## src/rtl/enp_bank_host.sv

```systemverilog
// Command-side initiator for a collapse_bank: turns host INIT/READ commands into
// single-cycle bank strobes, waits out the read latency and returns one response each.
module enp_bank_host #(
    parameter int unsigned N        = 64,
    parameter int unsigned DATA_W   = 256,
    parameter int unsigned BASIS_W  = 8,
    parameter int unsigned ADDR_W   = $clog2(N),
    parameter int unsigned READ_LAT = 1
) (
    input  logic               clk,
    input  logic               rst,
    input  logic               cmd_valid,
    output logic               cmd_ready,
    input  logic [1:0]         cmd_op,
    input  logic [ADDR_W-1:0]  cmd_addr,
    input  logic [DATA_W-1:0]  cmd_value,
    input  logic [BASIS_W-1:0] cmd_basis,
    output logic               rsp_valid,
    input  logic               rsp_ready,
    output logic [1:0]         rsp_op,
    output logic [ADDR_W-1:0]  rsp_addr,
    output logic [DATA_W-1:0]  rsp_data,
    output logic               rsp_mismatch,
    output logic               rsp_empty,
    output logic               rsp_err,
    output logic [ADDR_W-1:0]  init_addr,
    output logic [DATA_W-1:0]  init_value,
    output logic [BASIS_W-1:0] init_basis,
    output logic               init_strobe,
    output logic [ADDR_W-1:0]  read_addr,
    output logic [BASIS_W-1:0] basis_in,
    output logic               read_pulse,
    input  logic [DATA_W-1:0]  data_i,
    input  logic [N-1:0]       mismatch_vec_i,
    output logic [N-1:0]       armed_o
);

    localparam int unsigned CNT_W   = 3;
    localparam logic [1:0]  OP_INIT = 2'b01;
    localparam logic [1:0]  OP_READ = 2'b10;

    typedef enum logic [2:0] {
        IDLE,
        INIT_ISSUE,
        READ_ISSUE,
        READ_WAIT,
        RESP
    } state_t;

    state_t           state;
    logic [CNT_W-1:0] wait_cnt;

    // Single registered FSM; every output is a flop updated here.
    always_ff @(posedge clk) begin
        if (rst) begin
            state        <= IDLE;
            wait_cnt     <= '0;
            cmd_ready    <= 1'b0;
            rsp_valid    <= 1'b0;
            rsp_op       <= '0;
            rsp_addr     <= '0;
            rsp_data     <= '0;
            rsp_mismatch <= 1'b0;
            rsp_empty    <= 1'b0;
            rsp_err      <= 1'b0;
            init_addr    <= '0;
            init_value   <= '0;
            init_basis   <= '0;
            init_strobe  <= 1'b0;
            read_addr    <= '0;
            basis_in     <= '0;
            read_pulse   <= 1'b0;
            armed_o      <= '0;
        end else begin
            init_strobe <= 1'b0;
            read_pulse  <= 1'b0;
            case (state)
                IDLE: begin
                    cmd_ready <= 1'b1;
                    if (cmd_valid && cmd_ready) begin
                        cmd_ready    <= 1'b0;
                        rsp_op       <= cmd_op;
                        rsp_addr     <= cmd_addr;
                        rsp_data     <= '0;
                        rsp_mismatch <= 1'b0;
                        rsp_empty    <= 1'b0;
                        rsp_err      <= 1'b0;
                        case (cmd_op)
                            OP_INIT: begin
                                init_addr         <= cmd_addr;
                                init_value        <= cmd_value;
                                init_basis        <= cmd_basis;
                                init_strobe       <= 1'b1;
                                armed_o[cmd_addr] <= 1'b1;
                                state             <= INIT_ISSUE;
                            end
                            OP_READ: begin
                                read_addr <= cmd_addr;
                                basis_in  <= cmd_basis;
                                // An unarmed cell was already consumed: answer without touching the bank.
                                if (armed_o[cmd_addr]) begin
                                    read_pulse        <= 1'b1;
                                    armed_o[cmd_addr] <= 1'b0;
                                    state             <= READ_ISSUE;
                                end else begin
                                    rsp_empty <= 1'b1;
                                    rsp_valid <= 1'b1;
                                    state     <= RESP;
                                end
                            end
                            default: begin
                                rsp_err   <= 1'b1;
                                rsp_valid <= 1'b1;
                                state     <= RESP;
                            end
                        endcase
                    end
                end
                INIT_ISSUE: begin
                    rsp_valid <= 1'b1;
                    state     <= RESP;
                end
                READ_ISSUE: begin
                    wait_cnt <= CNT_W'(READ_LAT - 1);
                    state    <= READ_WAIT;
                end
                READ_WAIT: begin
                    // Bank data is valid in the last wait cycle; read_addr is still held.
                    if (wait_cnt == '0) begin
                        rsp_data     <= data_i;
                        rsp_mismatch <= mismatch_vec_i[read_addr];
                        rsp_valid    <= 1'b1;
                        state        <= RESP;
                    end else begin
                        wait_cnt <= wait_cnt - CNT_W'(1);
                    end
                end
                RESP: begin
                    if (rsp_ready) begin
                        rsp_valid <= 1'b0;
                        cmd_ready <= 1'b1;
                        state     <= IDLE;
                    end
                end
                default: begin
                    state <= IDLE;
                end
            endcase
        end
    end

endmodule

```

## config.mk

```make
export PLATFORM = sky130hd
export DESIGN_NAME = enp_bank_host
export DESIGN_NICKNAME = d
export VERILOG_FILES = /design/src/rtl/enp_bank_host.sv
export SDC_FILE = /design/constraint.sdc
export NUM_CORES = 1
export LEC_CHECK = 0
export BUFFER_PORTS_ARGS = -buffer_cell sky130_fd_sc_hd__clkbuf_2
export CORE_AREA = 8 8 463 465
export CTS_CLUSTER_SIZE = 40
export DETAILED_ROUTE_END_ITERATION = 12
export DIE_AREA = 0 0 471 473
export GPL_TIMING_DRIVEN = 0
export SLEW_MARGIN = 20
export SYNTH_ARGS = -nofsm -noshare
export SYNTH_HDL_FRONTEND = slang
export SYNTH_SLANG_ARGS = --single-unit
```

## constraint.sdc

```tcl
create_clock -name clk -period 2.49 [get_ports clk]
set_input_delay 0.249 -clock clk [delete_from_list [all_inputs] [get_ports clk]]
set_output_delay 0.249 -clock clk [all_outputs]
set_load 0.1 [all_outputs]
```

* Word-level counts from Yosys, hierarchy flattened
Cells that the tools add are included.
Widths: inputs -> output; s select.
** Word-level totals
- Flip-flop bits (word level) :: 625
- Input port bits :: 596
- Output and inout port bits :: 619
- Logic and storage cells :: 98
** Cells by class
- Add/sub/neg operators :: 1
- Order comparisons :: 3
- Eq/ne operators :: 13
- Multiplexer cells :: 36
- Bitwise operators :: 6
- Reduce and logical (&&, ||, !) cells :: 21
** Operators by type and width (count)
- $mux 256 :: 2
- $pmux 256 s2 :: 1
- $pmux 64 s2 :: 1
- $and 64x64->64 :: 1
- $mux 64 :: 1
- $not 64->64 :: 1
- $or 64x64->64 :: 1
- $mux 1 :: 16
- $mux 3 :: 5
- $pmux 3 s5 :: 1
- $lt 6x7->1 const B :: 2
- $bmux 1 s6 :: 2
- $ne 2x2->1 const B :: 6
- $pmux 3 s2 :: 2
- $reduce_and 3->1 :: 4
- $reduce_bool 2->1 :: 4
- $demux 1 s6 :: 1
- $eq 3x2->1 const B :: 2
- $ge 6x1->1 const B :: 1
- $logic_not 3->1 :: 2
- $pmux 1 s2 :: 3
- $reduce_and 2->1 :: 3
- $reduce_and 6->1 :: 1
- $pmux 1 s4 :: 1
- 13 further kinds :: 16

* Longest topological paths before layout
Gate-level depths: netlist of the first run.
- Depth in word-level cells :: 8
- Depth in mapped cells :: 10
- Mapped depth without buffers :: 8

* Worst setup path after synthesis of the first run
OpenSTA, ideal clock, no wires.
- Kind :: flip-flop to flip-flop
- Start point :: register read_addr[0]
- End point :: register rsp_mismatch
- Setup time :: 130 ps
- Arrival time :: 2492 ps
- Data required time :: 2360 ps
- Slack :: -132 ps
- Stages on the path, launching flop included :: 8
- Path buffers :: 1
- Clock period less this slack :: 2622 ps
- Cells stage by stage :: dfxtp_1 -> buf_2 -> mux4_2 -> nor2_1 -> a31oi_1 -> a41o_1 -> a311oi_1 -> o41ai_1
** On the way
- Word-level cells in the longest chain between the ends :: 4
** Ends and longest elaborated chain
- from (decl) :: RTL line 30 : output logic [ADDR_W-1:0] read_addr,
- from (signal assigned) :: RTL line 98 : read_addr <= cmd_addr;
- $bmux 1 s6 :: RTL line 131 : rsp_mismatch <= mismatch_vec_i[read_addr];
- $mux 1 (implied by the code) :: RTL line 131
- $mux 1 :: RTL line 129 : if (wait_cnt == '0) begin
- $pmux 1 s2 :: RTL line 77 : case (state)
- to (signal assigned) :: RTL line 131
- to (decl) :: RTL line 23 : output logic rsp_mismatch,
No other way between the ends. The select of a mux whose other input is x is not followed.
A chain may end at the register's enable or synchronous reset.

* Worst setup path in the final report of the first run
- Start point :: register read_addr[1]
- End point :: register rsp_mismatch
Same word-level chain as after synthesis.

==> flow_summary.json, run 1 <==
{
  "cp_slowest_cell": "dfxtp_1",
  "syn_area_per_cell_um2": 8.024,
  "place_hpwl_um": 168900,
  "synthArstFlopShare_pct": 0,
  "wl_per_cell_um": 26.30,
  "cp-start-kind": "flop",
  "first_pass_iters": 5,
  "synth_commonest_cells": "nand2_1, dfxtp_1, a21oi_1, nand3_1, nor2_1",
  "reg2reg_from": "read_addr[1]",
  "cp_max_fo": 10,
  "synthMuxAreaShare_pct": 2.917,
  "antenna_found_initial": 71,
  "cts_buffer_depth": 3,
  "hold_path_class": "primary input to flop",
  "dp_cells": 6843,
  "yosys.area.top_type_share_pct": 53.24,
  "synth_fa_ha_area_share_pct": 0.2662,
  "cts_inserted_buffers": 80,
  "initial_utilization_pct": 11.38,
  "crit_arrival_ns": 2.92,
  "synth_xor_area_share_pct": 0,
  "drv_slew": 0,
  "syn-num-nets": 3530,
  "ys_types": 43,
  "cts_root_buffer": "clkbuf_16",
  "worstMarginPinSlew_ns": 0.9946,
  "worst_ir_drop_vdd_mv": 0.5317,
  "stdcell_count": 7547,
  "period_share_pct": 96.38,
  "skew_ns": 0.02669,
  "synthSimpleGateAreaFrac_pct": 23.38,
  "ys.flop_type": "dfxtp_1",
  "synthCells": 2929,
  "portBuffers": 1210,
  "fin_crit_ns": 2.400,
  "rsz0062_at_grt": "no",
  "worstHoldPathCells": 6,
  "outcome": "complete, no violations",
  "globalRoute.totalOverflow": 0,
  "power-per-cell-area_nw_per_um2": 625.8,
  "r2r_slack_ns": 0.09,
  "die-area_um2": 222800,
  "seq_area_frac_synth_pct": 53.24,
  "grt_max_degree": 13,
  "crit_type": "flop to flop",
  "hold_violations": 0,
  "synth_seq_cells": 625,
  "synth-edff-count": 0,
  "synth_top_family_by_area": "simple AND/OR/NAND/NOR gates",
  "clk_latency_ns": 0.70,
  "setup-tns-final_ns": 0,
  "wl_um": 198500,
  "fill_cells": 22930,
  "drive_gt1_share_pct": 31.56,
  "crit_chain": "buf_2, buf_4, mux2i_2, nand2_1, nand4_1, o211ai_1, a21oi_1, o41ai_1",
  "die_h_um": 473,
  "core_um2": 206400,
  "setup_viol": 0,
  "clk_pin_slew_ns": 0.06,
  "cts_sinks": 625,
  "cp.required_ns": 3.01,
  "r2r_end": "rsp_mismatch",
  "drc": 0,
  "fmax_ghz": 0.4167,
  "vias_per_cell": 3.947,
  "drtIter0Drc": 2208,
  "reg2regPathDepth": 8,
  "fin_nets": 5346,
  "dp_slack_ns": -0.9055,
  "io_pins": 1215,
  "synth_most_common_cell": "nand2_1",
  "cts_max_level": 3,
  "syn2layout_area_growth_pct": 75.11,
  "rows": 167,
  "p_leak_nw": 16.48,
  "synth.largest_area_cell": "dfxtp_1",
  "ant_nets": 0,
  "layout.area.seq_um2": 12510,
  "multi_input_comb_area_um2": 9804,
  "slowest_delay_ns": 0.49,
  "grt_pass1_vias": 30240,
  "fin_ws_ns": 0.09015,
  "slew_headroom_pct": 33.69,
  "cts_tree": "yes",
  "synth_warnings": 0,
  "end_kind": "flop",
  "synth_area_um2": 23500,
  "min-delay-start": "cmd_addr[4]",
  "track_usage_pct": 16.85,
  "grt_pass1_wl_um": 262600,
  "synth_compound_area_share_pct": 15.06,
  "max_cap_violations": 0,
  "worst_hold_slack_ns": 0.1887,
  "place_congestion": 0.9962,
  "vias": 29790,
  "die_x_um": 471,
  "synthTopCellsByArea": "dfxtp_1, nand2_1, a21oi_1"
}
cell type report:
cell class / count / share of cell area [%]
sequential: 625 / 30.41
timing repair buffer: 1737 / 27.56
multi-input combinational: 2044 / 23.82
tap: 2704 / 8.221
clock buffer: 107 / 5.357
buffer: 250 / 3.101
clock inverter: 40 / 1.271
antenna: 33 / 0.2007
inverter: 7 / 0.06385
power by group:
part	internal, mW	switching (mW)	total (mW)
combinational	1.18	2.19	3.37
sequential	10.1	0.0703	10.2
clock	7.06	5.14	12.2
per-stage QoR:
stage	total power, mW	utilization (%)	cell area [um^2]
after floorplan	11.76	-	23500
after global placement	12.97	15.96	32940
after global routing	26.60	19.92	41130
after detailed placement	12.98	15.96	32950
after CTS	26.13	19.87	41020
final	25.75	19.94	41150
timing repair:
action	in CTS	in global routing
hold buffers	526	0
buffers inserted	1	0
pin swaps	0	0
gates resized for setup	26	54
endpoints found under the hold margin	539	0
endpoints found under the setup margin	524	232
cells in the final DEF, fill, tap and decap left out, types with 6 or more instances in the layout:
master,count
a21oi_1,561
bufinv_16,7
diode_2,33
clkinv_2,13
dlygate4sd3_1,526
a22oi_1,15
buf_2,66
dfxtp_1,624
nand2b_1,6
buf_4,21
clkbuf_8,9
buf_6,9
inv_1,7
mux4_2,14
clkbuf_16,81
clkbuf_2,1256
nand2_1,865
mux2i_1,36
inv_6,6
a211oi_1,64
nand3_1,270
clkbuf_1,115
nor2b_1,9
nor2_1,146
per-layer routing:
metal	global-route usage, %	up-vias	part of all wire, %
met3	7.770	373	11
met5	0	-	0.048
met1	17.22	14110	35
met4	7.506	14	5.0
met2	29.52	1771	49
li1	-	13520	-
kinds of logic (layout without fill, tap and decap cells):
family	after synthesis	after routing
multiplexers	51	51
AO/OA/AOI/OAI	655	655
AND/OR/NAND/NOR	1333	1333
buffers and inverters	260	2141
adder cells (fa/ha/maj)	5	5
other	0	33
flip-flops	625	625
worst max-delay path: cells and delay by family, from the launching register on:
family | cells | cell delay (ns)
muxes | 1 | 0.49
DFF | 1 | 0.49
buffers and inverters | 2 | 0.73
and+or+nand+nor | 2 | 0.21
AOI/OAI and AO/OA | 3 | 0.33
worst max path at each step:
stage                 start  depth (start not counted)  slack [ns]         endpoint
3_5_place_dp       state[2]                          7       -0.91  init_value[228]
6_report       read_addr[1]                          8        0.09     rsp_mismatch
2_1_floorplan  read_addr[1]                          7       0.008     rsp_mismatch
4_1_cts         wait_cnt[0]                          8       0.002    rsp_data[109]
3_3_place_gp            rst                          5       -1.58     rsp_data[70]
5_1_grt            state[2]                          8      0.0006  init_value[196]
Note: power is estimated with default switching activity, not from simulation.
==> run 2, diff against run 1 <==
--- a/config.mk
+++ b/config.mk
@@ -11,6 +11,7 @@
 export DETAILED_ROUTE_END_ITERATION = 12
 export DIE_AREA = 0 0 471 473
 export GPL_TIMING_DRIVEN = 0
+export RECOVER_POWER = 50
 export SLEW_MARGIN = 20
 export SYNTH_ARGS = -nofsm -noshare
 export SYNTH_HDL_FRONTEND = slang
==> run 2 against run 1 <==
Fmax is 0.34% higher. Die area stayed put. Sequential share of layout area is 0.22 points higher. Count of clock-buffer cells in the layout stayed put. Wire length hardly changed. Largest cell class is now flip-flops and latches. Global-route usage stayed put. Setup slack better by 0.0080 ns. Via count is 0.26% higher. Critical endpoint unchanged. Critical path depth stayed put. Core utilization is 0.14 points lower.
==> flow_summary.json, run 2 (synthesized netlist as in run 1, its figures left out) <==
{
  "p_total_mw": 25.73,
  "dp_cells": 6843,
  "layout_commonest_cell": "clkbuf_2",
  "power-per-cell-area_nw_per_um2": 629.7,
  "rows": 167,
  "setup-tns-final_ns": 0,
  "fin_crit_ns": 2.392,
  "worst_ir_drop_vdd_mv": 0.5324,
  "track_usage_pct": 16.85,
  "ant_nets": 0,
  "hold_path_class": "primary input to flop",
  "cts_root_buffer": "clkbuf_16",
  "antenna_found_initial": 71,
  "place_congestion": 0.9962,
  "cts_buffer_depth": 3,
  "met3_length_um": 23050,
  "die_x_um": 471,
  "clk_pin_slew_ns": 0.06,
  "outcome": "complete, no violations",
  "period_share_pct": 96.06,
  "cts_tree": "yes",
  "p_leak_nw": 15.68,
  "worstMarginPinSlew_ns": 1.277,
  "drive_gt1_share_pct": 26.74,
  "globalRoute.totalOverflow": 0,
  "core_um2": 206400,
  "grt_pass1_vias": 30240,
  "highest_layer": "met5",
  "crit_start": "read_addr[1]",
  "clk_latency_ns": 0.70,
  "layout_common_cells": "clkbuf_2, nand2_1, dfxtp_1",
  "drc": 0,
  "max_cap_violations": 0,
  "min-delay-start": "cmd_addr[5]",
  "cts_inserted_buffers": 80,
  "fin_ws_ns": 0.09819,
  "cp.required_ns": 3.01,
  "io_pins": 1215,
  "reg2reg_from": "read_addr[1]",
  "fmax_ghz": 0.4181,
  "rsz0062_at_grt": "no",
  "wl_um": 198600,
  "stdcell_count": 7545,
  "end_kind": "flop",
  "slew_headroom_pct": 15.20,
  "dr_wl_met2_um": 97050,
  "setup_viol": 0,
  "dp_slack_ns": -0.9055,
  "first_pass_iters": 7,
  "cp_max_fo": 10,
  "die_h_um": 473,
  "vias": 29860,
  "worst_hold_slack_ns": 0.1862,
  "initial_utilization_pct": 11.38,
  "portBuffers": 1210,
  "worstHoldPathCells": 6,
  "cts_sinks": 625,
  "syn2layout_area_growth_pct": 73.85,
  "grt_pass1_wl_um": 262600,
  "met1_length_um": 68430,
  "cts_max_level": 3,
  "place_hpwl_um": 168900,
  "die-area_um2": 222800,
  "wl_per_cell_um": 26.32,
  "drtIter0Drc": 2099,
  "skew_ns": 0.02666,
  "drv_slew": 0,
  "reg2regPathDepth": 8,
  "crit_arrival_ns": 2.91,
  "cp-start-kind": "flop",
  "crit_type": "flop to flop",
  "grt_max_degree": 13,
  "fin_nets": 5346,
  "vias_per_cell": 3.958,
  "hold_violations": 0
}
[run 2: changes by cell type in the layout (fill, tap and decap cells not counted)]
| cell | change |
|---|---|
| dfxtp_1 | +1 |
| clkbuf_2 | -231 |
| clkbuf_1 | +224 |
| diode_2 | -2 |
| dfxtp_2 | -1 |
| buf_1 | +7 |
[run 2: layout make-up]
cell class,count,area [um^2]
Antenna cell,31,77.57
Buffer,250,1276
Clock buffer,107,2205
Clock inverter,40,523.0
Fill cell,23060,165600
Inverter,7,26.28
Multi-Input combinational cell,2044,9804
Sequential cell,625,12510
Tap cell,2704,3383
Timing Repair Buffer,1737,11050
[run 2: metal layers]
| metal | vias up | track usage (%) |
|---|---|---|
| li1 | 13510 | - |
| met1 | 14140 | 17.22 |
| met2 | 1820 | 29.52 |
| met3 | 378 | 7.770 |
| met4 | 14 | 7.506 |
| met5 | - | 0 |
[run 2: final timing paths]
kind | to | slack [ns]
setup / recovery | rsp_mismatch | 0.1
hold / removal | flop | 0.19
setup reg to reg | rsp_mismatch | 0.1
hold reg to reg | init_value[172] | 0.45
[run 2: where the power goes]
part / internal [mW] / switching (mW) / total [mW]
clock network: 7.06 / 5.13 / 12.2
registers: 10.1 / 0.0702 / 10.2
logic: 1.17 / 2.19 / 3.36
total: 18.3 / 7.39 / 25.7
[run 2: critical path: stages (launching register included)]
cell and delay [ns]:
dfxtp_1 0.48, buf_2 0.38, buf_4 0.33, mux2i_2 0.50, nand2_1 0.10, nand4_1 0.11, o211ai_1 0.10, a21oi_1 0.14
o41ai_1 0.09
[run 2: repair_timing]
action	in CTS	in global routing
hold buffers	526	0
setup endpoints to repair	524	232
hold endpoints to repair	539	0
setup buffers	1	0
gates resized for setup	26	54
gates cloned	0	0
[run 2: stage by stage]
stage	utilization (%)	area, um^2
finish	19.79	40860
CTS	19.87	41020
detailed placement	15.96	32950
global route	19.78	40840
global placement	15.96	32940
floorplan	-	23500
